==> src/rtl/icb_pkg.sv <==
// Shared ICB definitions: default bus widths, arbitration mode encodings and
// the width helper used for master IDs.
package icb_pkg;

   localparam int ICB_AW = 32;
   localparam int ICB_DW = 32;

   localparam int ARB_FIXED = 0;
   localparam int ARB_RR    = 1;

   // A single master still needs a one-bit ID so vectors never collapse to zero width.
   function automatic int id_width(input int n);
      return (n > 1) ? $clog2(n) : 1;
   endfunction

endpackage

==> src/rtl/icb_arb_fifo.sv <==
// Synchronous FIFO of master IDs, one entry per outstanding command; the
// head entry names the master owed the next response.
module icb_arb_fifo #(
   parameter int WIDTH = 1,
   parameter int DEPTH = 2
) (
   input  logic             clk,
   input  logic             rst,
   input  logic             push,
   input  logic [WIDTH-1:0] push_data,
   input  logic             pop,
   output logic             full,
   output logic             empty,
   output logic [WIDTH-1:0] head
);

   localparam int PW = (DEPTH > 1) ? $clog2(DEPTH) : 1;
   localparam int CW = $clog2(DEPTH + 1);

   logic [WIDTH-1:0] mem_q [DEPTH];
   logic [WIDTH-1:0] mem_d [DEPTH];
   logic [PW-1:0]    wr_ptr_q, wr_ptr_d;
   logic [PW-1:0]    rd_ptr_q, rd_ptr_d;
   logic [CW-1:0]    cnt_q, cnt_d;

   function automatic logic [PW-1:0] ptr_inc(input logic [PW-1:0] p);
      return (p == PW'(DEPTH - 1)) ? '0 : p + PW'(1);
   endfunction

   assign full  = (cnt_q == CW'(DEPTH));
   assign empty = (cnt_q == '0);
   assign head  = mem_q[rd_ptr_q];

   // NOTE: every signal gets its default before any branch, so no path leaves
   // a value unassigned and no latch is inferred; combinational code uses '='.
   always_comb begin
      mem_d    = mem_q;
      wr_ptr_d = wr_ptr_q;
      rd_ptr_d = rd_ptr_q;
      cnt_d    = cnt_q;
      if (push) begin
         mem_d[wr_ptr_q] = push_data;
         wr_ptr_d        = ptr_inc(wr_ptr_q);
      end
      if (pop) begin
         rd_ptr_d = ptr_inc(rd_ptr_q);
      end
      case ({push, pop})
         2'b10:   cnt_d = cnt_q + CW'(1);
         2'b01:   cnt_d = cnt_q - CW'(1);
         default: cnt_d = cnt_q;
      endcase
   end

   // NOTE: state flops use '<=' so all registers update together on the edge.
   always_ff @(posedge clk) begin
      if (rst) begin
         wr_ptr_q <= '0;
         rd_ptr_q <= '0;
         cnt_q    <= '0;
      end else begin
         wr_ptr_q <= wr_ptr_d;
         rd_ptr_q <= rd_ptr_d;
         cnt_q    <= cnt_d;
      end
   end

   // NOTE: storage is not reset; an entry is only read after it was written,
   // and leaving it out of reset lets it map onto plain register-file cells.
   always_ff @(posedge clk) begin
      mem_q <= mem_d;
   end

endmodule

==> src/rtl/icb_arb.sv <==
// N-to-1 ICB arbiter: combinational command mux with grant lock, and an ID
// FIFO that routes in-order responses back to the issuing master.
module icb_arb
   import icb_pkg::*;
#(
   parameter int N_MST    = 2,
   parameter int AW       = ICB_AW,
   parameter int DW       = ICB_DW,
   parameter int OUTS     = 2,
   parameter int ARB_MODE = ARB_RR
) (
   input  logic                    clk,
   input  logic                    rst,
   input  logic [N_MST-1:0]        m_icb_cmd_valid,
   output logic [N_MST-1:0]        m_icb_cmd_ready,
   input  logic [N_MST*AW-1:0]     m_icb_cmd_addr,
   input  logic [N_MST-1:0]        m_icb_cmd_read,
   input  logic [N_MST*DW-1:0]     m_icb_cmd_wdata,
   input  logic [N_MST*DW/8-1:0]   m_icb_cmd_wmask,
   output logic [N_MST-1:0]        m_icb_rsp_valid,
   input  logic [N_MST-1:0]        m_icb_rsp_ready,
   output logic [N_MST-1:0]        m_icb_rsp_err,
   output logic [N_MST*DW-1:0]     m_icb_rsp_rdata,
   output logic                    s_icb_cmd_valid,
   input  logic                    s_icb_cmd_ready,
   output logic [AW-1:0]           s_icb_cmd_addr,
   output logic                    s_icb_cmd_read,
   output logic [DW-1:0]           s_icb_cmd_wdata,
   output logic [DW/8-1:0]         s_icb_cmd_wmask,
   input  logic                    s_icb_rsp_valid,
   output logic                    s_icb_rsp_ready,
   input  logic                    s_icb_rsp_err,
   input  logic [DW-1:0]           s_icb_rsp_rdata,
   output logic                    orphan_o
);

   localparam int IW = id_width(N_MST);
   localparam int MW = DW / 8;

   logic [IW-1:0]    rr_ptr_q, rr_ptr_d;
   logic [IW-1:0]    lock_idx_q, lock_idx_d;
   logic             lock_q, lock_d;
   logic             orphan_q, orphan_d;
   logic             fifo_full, fifo_empty, push, pop;
   logic [IW-1:0]    head, grant, cand;
   logic [N_MST-1:0] elig;
   logic             found;
   int               j;

   icb_arb_fifo #(
      .WIDTH (IW),
      .DEPTH (OUTS)
   ) u_fifo (
      .clk       (clk),
      .rst       (rst),
      .push      (push),
      .push_data (grant),
      .pop       (pop),
      .full      (fifo_full),
      .empty     (fifo_empty),
      .head      (head)
   );

   // Full masks every request, even when a pop lands this cycle.
   always_comb begin
      elig  = m_icb_cmd_valid & {N_MST{~fifo_full}};
      grant = '0;
      cand  = '0;
      found = 1'b0;
      j     = 0;
      if (lock_q) begin
         grant = lock_idx_q;
      end else if (ARB_MODE == ARB_FIXED) begin
         for (int i = N_MST - 1; i >= 0; i--) begin
            cand = IW'(i);
            if (elig[cand]) grant = cand;
         end
      end else begin
         for (int k = 0; k < N_MST; k++) begin
            j = int'(rr_ptr_q) + k;
            if (j >= N_MST) j = j - N_MST;
            cand = IW'(j);
            if (!found && elig[cand]) begin
               grant = cand;
               found = 1'b1;
            end
         end
      end
   end

   always_comb begin
      s_icb_cmd_valid        = m_icb_cmd_valid[grant] & ~fifo_full;
      s_icb_cmd_addr         = m_icb_cmd_addr[grant*AW +: AW];
      s_icb_cmd_read         = m_icb_cmd_read[grant];
      s_icb_cmd_wdata        = m_icb_cmd_wdata[grant*DW +: DW];
      s_icb_cmd_wmask        = m_icb_cmd_wmask[grant*MW +: MW];
      m_icb_cmd_ready        = '0;
      m_icb_cmd_ready[grant] = s_icb_cmd_valid & s_icb_cmd_ready;
      push                   = s_icb_cmd_valid & s_icb_cmd_ready;

      lock_d     = lock_q;
      lock_idx_d = lock_idx_q;
      if (s_icb_cmd_valid && !s_icb_cmd_ready) begin
         lock_d     = 1'b1;
         lock_idx_d = grant;
      end else if (push) begin
         lock_d = 1'b0;
      end

      rr_ptr_d = rr_ptr_q;
      if (ARB_MODE == ARB_RR && push) begin
         rr_ptr_d = (grant == IW'(N_MST - 1)) ? '0 : grant + IW'(1);
      end
   end

   // With nothing outstanding the slave response is sunk and flagged.
   always_comb begin
      m_icb_rsp_valid = '0;
      m_icb_rsp_err   = '0;
      m_icb_rsp_rdata = '0;
      s_icb_rsp_ready = 1'b1;
      orphan_d        = orphan_q;
      if (!fifo_empty) begin
         m_icb_rsp_valid[head]            = s_icb_rsp_valid;
         m_icb_rsp_err[head]              = s_icb_rsp_err;
         m_icb_rsp_rdata[head*DW +: DW]   = s_icb_rsp_rdata;
         s_icb_rsp_ready                  = m_icb_rsp_ready[head];
      end else if (s_icb_rsp_valid) begin
         orphan_d = 1'b1;
      end
      pop = s_icb_rsp_valid & s_icb_rsp_ready & ~fifo_empty;
   end

   always_ff @(posedge clk) begin
      if (rst) begin
         rr_ptr_q   <= '0;
         lock_q     <= 1'b0;
         lock_idx_q <= '0;
         orphan_q   <= 1'b0;
      end else begin
         rr_ptr_q   <= rr_ptr_d;
         lock_q     <= lock_d;
         lock_idx_q <= lock_idx_d;
         orphan_q   <= orphan_d;
      end
   end

   assign orphan_o = orphan_q;

endmodule

==> config.mk <==
export PLATFORM = sky130hd
export DESIGN_NAME = icb_arb
export DESIGN_NICKNAME = d
export VERILOG_FILES = /design/src/rtl/icb_pkg.sv /design/src/rtl/icb_arb_fifo.sv /design/src/rtl/icb_arb.sv
export SDC_FILE = /design/constraint.sdc
export NUM_CORES = 1
export LEC_CHECK = 0
export CORE_AREA = 2 2 126 128
export CTS_BUF_LIST = sky130_fd_sc_hd__clkbuf_16
export DETAILED_ROUTE_END_ITERATION = 6
export DIE_AREA = 0 0 128 130
export PLACE_DENSITY = 0.58
export SETUP_SLACK_MARGIN = 0.4
export SLEW_MARGIN = 20
export SYNTH_ARGS = -nofsm -noshare
export SYNTH_HDL_FRONTEND = slang
export SYNTH_SLANG_ARGS = --single-unit
==> constraint.sdc <==
create_clock -name clk -period 4.7 [get_ports clk]
set_input_delay 0.94 -clock clk [delete_from_list [all_inputs] [get_ports clk]]
set_output_delay 0.94 -clock clk [all_outputs]
set_load 0.005 [all_outputs]
; Word-level counts from Yosys, hierarchy flattened
; Index checks and enable logic that the tools add are counted.
[op_classes]
n_lt_le_gt_ge = 11
bitwise = 13
eq_ne = 3
add_sub_neg = 9
n_shift = 5
n_reduce_logical = 11
mux = 39
[ops]
columns = op, n
row1 = 64-bit by 7-bit variable part select with 32-bit output, 2
row2 = 64-bit bitwise AND, 1
row3 = 64-bit two-way mux, 1
row4 = 32-bit by 34-bit variable shift with 64-bit output (first input constant), 1
row5 = 32-bit by 34-bit variable part select with 64-bit output, 1
row6 = 6-bit negation with 34-bit output, 1
row7 = 1-bit two-way mux, 31
row8 = 2-bit bitwise AND, 4
row9 = 1-bit by 2-bit less-than comparator with 1-bit output (second input constant), 4
row10 = 8-bit by 4-bit variable part select with 4-bit output, 1
row11 = 2-bit >= comparator (second input constant), 3
row12 = 1-bit logical AND, 5
row13 = 1-bit bitwise AND, 4
row14 = 2-bit == test (second input constant), 2
row15 = 2-bit two-way mux, 2
row16 = 1-bit NOT with 2-bit output, 2
row17 = 2-bit case mux with 2 select lines, 1
row18 = 2-bit nonzero test, 2
row19 = 1-bit adder (second input constant), 3
row20 = 1-bit demux with 1-bit select, 3
row21 = 1-bit by 1-bit adder with 2-bit output (second input constant), 1
row22 = 2-bit by 1-bit adder with 2-bit output (second input constant), 1
row23 = 2-bit bitwise mux, 1
row24 = 2-bit by 1-bit == test with 1-bit output (second input constant), 1
row25 = other kinds (9), 13
[totals]
register_bits = 10
output_inout_bits = 142
inputBits = 179

; Logic depth before layout (Yosys ltp)
[depth]
ltp_word = 17
ltp_mapped = 8
depth_no_buf = 7

; Cells and area by module
; A second synthesis with hierarchy kept.
[hier_totals]
cells_unflattened = 204
area_unflattened_um2 = 1779.2
[by_module_without_submodules]
columns = mod, area_per_inst_um2, cells_per_inst, n_inst
row1 = icb_arb, 1526.5, 181, 1
row2 = icb_arb_fifo, 252.7, 23, 1

; Least setup slack after synthesis
; No wires, ideal clock.
[synth_timing]
path_kind = input to output
start = input port m_icb_cmd_valid[1]
end = output port s_icb_cmd_addr[0]
slack_ns = 1.706
arrival_time_ns = 2.054
t_required_ns = 3.760
path_stages = 4
n_path_buf = 1
cell_sequence = nor2b_2 a32oi_4 buf_6 mux2_2
[synth_via]
elab_chain_len = 10
[synth_lines]
columns = element, line_no
row1 = start: declaration, icb_arb.sv:14  ; input logic [N_MST-1:0] m_icb_cmd_valid,
row2 = 2-bit bitwise AND (*), icb_arb.sv:66  ; elig = m_icb_cmd_valid & {N_MST{~fifo_full}};
row3 = 1-bit two-way mux (not written as such) (2 in a row), icb_arb.sv:83  ; if (!found && elig[cand]) begin
row4 = 1-bit two-way mux, icb_arb.sv:83
row5 = 1-bit two-way mux, icb_arb.sv:71  ; if (lock_q) begin
row6 = 1-bit zero test, icb_arb.sv:83
row7 = 1-bit logical AND, icb_arb.sv:83
row8 = 1-bit two-way mux (*), icb_arb.sv:83
row9 = 1-bit two-way mux (*), icb_arb.sv:71
row10 = 64-bit by 7-bit variable part select with 32-bit output (*), icb_arb.sv:93  ; s_icb_cmd_addr = m_icb_cmd_addr[grant*AW +: AW];
row11 = end: declaration, icb_arb.sv:26  ; output logic [AW-1:0] s_icb_cmd_addr,
; Mark *: on every way between the ends. The rest lies on a longest branch, timed or not. The select of a mux whose other input is x is not followed.

; Final worst setup path
[layout_timing]
start = input port m_icb_cmd_valid[1]
end = output port s_icb_cmd_wdata[17]
[layout_via]
elab_chain_len = 10
[layout_lines]
columns = element, line_no
row1 = 2-bit bitwise AND (*), icb_arb.sv:66
row2 = 1-bit two-way mux (not written as such) (2 in a row), icb_arb.sv:83
row3 = 1-bit two-way mux, icb_arb.sv:83
row4 = 1-bit two-way mux, icb_arb.sv:71
row5 = 1-bit zero test, icb_arb.sv:83
row6 = 1-bit logical AND, icb_arb.sv:83
row7 = 1-bit two-way mux (*), icb_arb.sv:83
row8 = 1-bit two-way mux (*), icb_arb.sv:71
row9 = 64-bit by 7-bit variable part select with 32-bit output (*), icb_arb.sv:95  ; s_icb_cmd_wdata = m_icb_cmd_wdata[grant*DW +: DW];
row10 = end: declaration, icb_arb.sv:28  ; output logic [DW-1:0] s_icb_cmd_wdata,
; Marked as above.

==> run_results.csv <==
group,metric,value,unit
floorplan,rows,46,
synthesis,synth_seq_cells,10,
detailed_routing,vias_per_cell,3.99,
synthesis,synthSimpleGateAreaFrac,27.2,%
synthesis,synth_top_family_by_area,"multiplexers",
grt,antenna_found_initial,1,
pwr,ir_worst_vdd,0.0821,mV
timing,setup_viol,0,
detailed_routing,drtPass1Iterations,4,
finish,final_cells,752,
worst_setup_path,critPathRequiredTime,3.76,ns
grt,grt_pass1_vias,3076,
timing,worst_pin_slew,0.685,ns
worst_setup_path,arrival,3.12,ns
synthesis,synth_warnings,0,
clock_network,cts_setup_buffers,0,
hold_path,hp-start,"orphan_o",
grt,grt_pass1_wl,16300,microns
worst_setup_path,critPathMaxFanout,65,
place,hpwl,10200,microns
synthesis,synth_mux_area_share,45.4,%
clock_network,clkLatencyLatePin,0.24,ns
synthesis,async_flop_share,0,%
timing,relSlewSlack,54.4,%
clock_network,clkTransAtPathRegs,0.04,ns
floorplan,die_h,130,microns
clock_network,ctsLongestPathBuffers,2,
place,place_area,0.00525,sq mm
finish,fin_nets,740,
synthesis,synth_seq_area_share,11.7,%
clock_network,cts_resized,0,
clock_network,cts_hold_buf,0,
worst_setup_path,crit_path_start_kind,"primary input",
place,place_inst,746,
detailed_routing,drt_iter0_drc,57,
clock_network,numCtsBuffers,3,
clock_network,cts_root_buf,"clkbuf_16",
floorplan,start_util,12.2,%
place,gp_congestion,0.884,
clock_network,cts_tree,"built",
worst_setup_path,r2r-start,"lock_idx_q",
finish,drive_above_1_share,14.3,%
synthesis,synth_area_leaders,"mux2_2 (40%), nor2_1 (15%), dfxtp_1 (8.5%), nand2_1 (7.2%), buf_6 (4.2%)",
pwr,p_int,790,uW
grt,grt_max_degree,66,
finish,utilization,34.7,%
floorplan,core,0.0154,sq mm
worst_setup_path,path_cells,"clkdlybuf4s50_1 > nor2b_2 > a32oi_4 > buf_12 > mux2_2 > clkdlybuf4s50_1",
floorplan,io_pins,321,
hold_path,hold_path_class,"flop to flop",
synthesis,synth_xor_area_share,0.929,%
place,port-buffer-count,320,
synthesis,synth.largest_area_cell,"mux2_2",
pwr,power_density,226,mW/mm^2
grt,grt-ovfl-total,0,
worst_setup_path,cp_common_cell,"clkdlybuf4s50_1",
timing,rsz0062_at_grt,"no",
pwr,pwr-share-clk,12.7,%
synthesis,synth-compound-area-share,6.90,%
finish,syn_to_final_growth,184,%
grt,track_usage,12.8,%
synthesis,synth_edf_count,2,
worst_setup_path,crit_path_top_delay_cell,"clkdlybuf4s50_1",
pwr,seqPwrFrac,10.4,%
floorplan,dieArea,0.0166,sq mm
synthesis,synthFlopType,"dfxtp_1",
clock_network,h-tree-depth,1,
synthesis,postSynthCellCount,250,
finish,filler_cell_count,1607,
pwr,comb_power_share,76.9,%
timing,timing.fmax,246,MHz
worst_setup_path,criticalPathCategory,"primary input to output pin",
timing,fin_crit_sh,86.4,%
synthesis,avgSynthCellArea,7.54,sq um
job,drv_cap,0,
timing,final_hold_viol_count,0,
timing,drv_slew,0,
clock_network,clock-sinks,10,
synthesis,synthAdderAreaFrac,0.664,%
timing,finalSetupTns,0,ns
finish,fin_area,0.00536,sq mm
synthesis,ys_types,35,
timing,whs,0.477,ns
detailed_routing,route.detailed.drc,0,
synthesis,synth_area,0.00189,sq mm
pwr,switching_share,34.8,%
detailed_routing,vias,2997,
pwr,p_sw,422,uW
floorplan,die_w,128,microns
run_status,run_status,"complete, no violations",
detailed_routing,post_drt_wl_per_cell,15.6,microns
detailed_routing,drtAntennaViolNets,0,
worst_setup_path,cp-startpoint,"m_icb_cmd_valid[1]",
detailed_routing,finalWirelength,11700,microns
timing,fin_worst_skew,0.00415,ns
timing,period_needed,4.06,ns
worst_setup_path,end_kind,"output pin",
pwr,p_leak,1.99,nW
synthesis,synth_top_area_share,40.0,%
synthesis,synth_nets,430,
worst_setup_path,slowest_delay,0.48,ns
[flip-flops by register name (all words and copies together), names as in the netlist]
name,cells
lock_idx_q,1
lock_q,1
orphan_o,1
rr_ptr_q,1
u_fifo.cnt_q,2
u_fifo.mem_q,2
u_fifo.rd_ptr_q,1
u_fifo.wr_ptr_q,1
[cell families (layout without fill, tap and decap cells)]
logic type,after synthesis,in the layout
compound gates,13,13
xor+xnor,2,2
fa+ha+maj,1,1
buf+inv,22,331
flops,10,10
mux,76,76
other cells,0,1
simple gates,126,126
[power groups by stage]
stage	sequential [mW]	combinational [mW]	clock [mW]
final	0.126	0.931	0.154
after global placement	0.127	0.922	0
after CTS	0.128	0.938	0.156
after floorplan	0.115	0.386	0
after global routing	0.130	1.00	0.161
after detailed placement	0.129	0.935	0
[path summary, 6_finish.rpt]
check        slack (ns)  depth (start not counted)             endpoint
max                0.64                          6  s_icb_cmd_wdata[17]
min                0.48                          2             orphan_o
max reg2reg        2.39                          7      u_fifo.cnt_q[1]
min reg2reg        0.48                          2             orphan_o
[final cells by class]
cell class / count / area (sq um) / area share (%)
diodes: 1 / 2.50 / 0.0467
clock buffers: 3 / 75.1 / 1.40
clock inverters: 1 / 3.75 / 0.0701
inverters: 3 / 11.3 / 0.210
multi-input cells: 218 / 1540 / 28.7
flip-flops and latches: 10 / 220 / 4.11
well taps: 192 / 240 / 4.48
repair buffers: 324 / 3270 / 61.0
[through the flow]
stage          power, mW  setup slack (ns)
6_report            1.21             0.640
5_1_grt             1.30             0.535
4_1_cts             1.22             0.613
3_5_place_dp        1.06             0.617
3_3_place_gp        1.05             0.663
2_1_floorplan      0.501              1.71
[cell usage in the layout (no fill, tap or decap), drive strengths merged, types with 2 or more instances in the layout]
cell and instances:
inv 3, clkbuf 3, o211ai 2, mux2 73, nor2b 7, a21oi 3
buf 4, nand2 36, clkdlybuf4s50 320, and2 2, nand2b 2, mux2i 3
edfxtp 2, nor2 74, dfxtp 8
[cells in the mapped netlist, types with 2 or more instances]
cell type  instances
nor2_1            74
mux2_2            67
nand2_1           36
clkbuf_1          10
dfxtp_1            8
buf_6              7
mux2_1             6
nor2b_1            6
a21oi_1            3
inv_1              3
and2_1             2
edfxtp_1           2
mux2i_1            2
nand2b_1           2
o211ai_1           2
[metal layers]
layer  vias up  routed length (microns)  GRT usage [%]
li1       1459                        -              -
met1      1330                     3810           11.5
met2       198                     6490           26.4
met3        10                     1230           4.59
met4         0                      173           4.01
met5         -                        0              0
[worst max-delay path, delay by kind of cell]
kind                   cells  cell delay [ns]
AND/OR/NAND/NOR            1             0.20
multiplexers               1             0.39
buffers and inverters      3             1.26
AO/OA/AOI/OAI              1             0.29
Power figures use the tool's default switching activity.
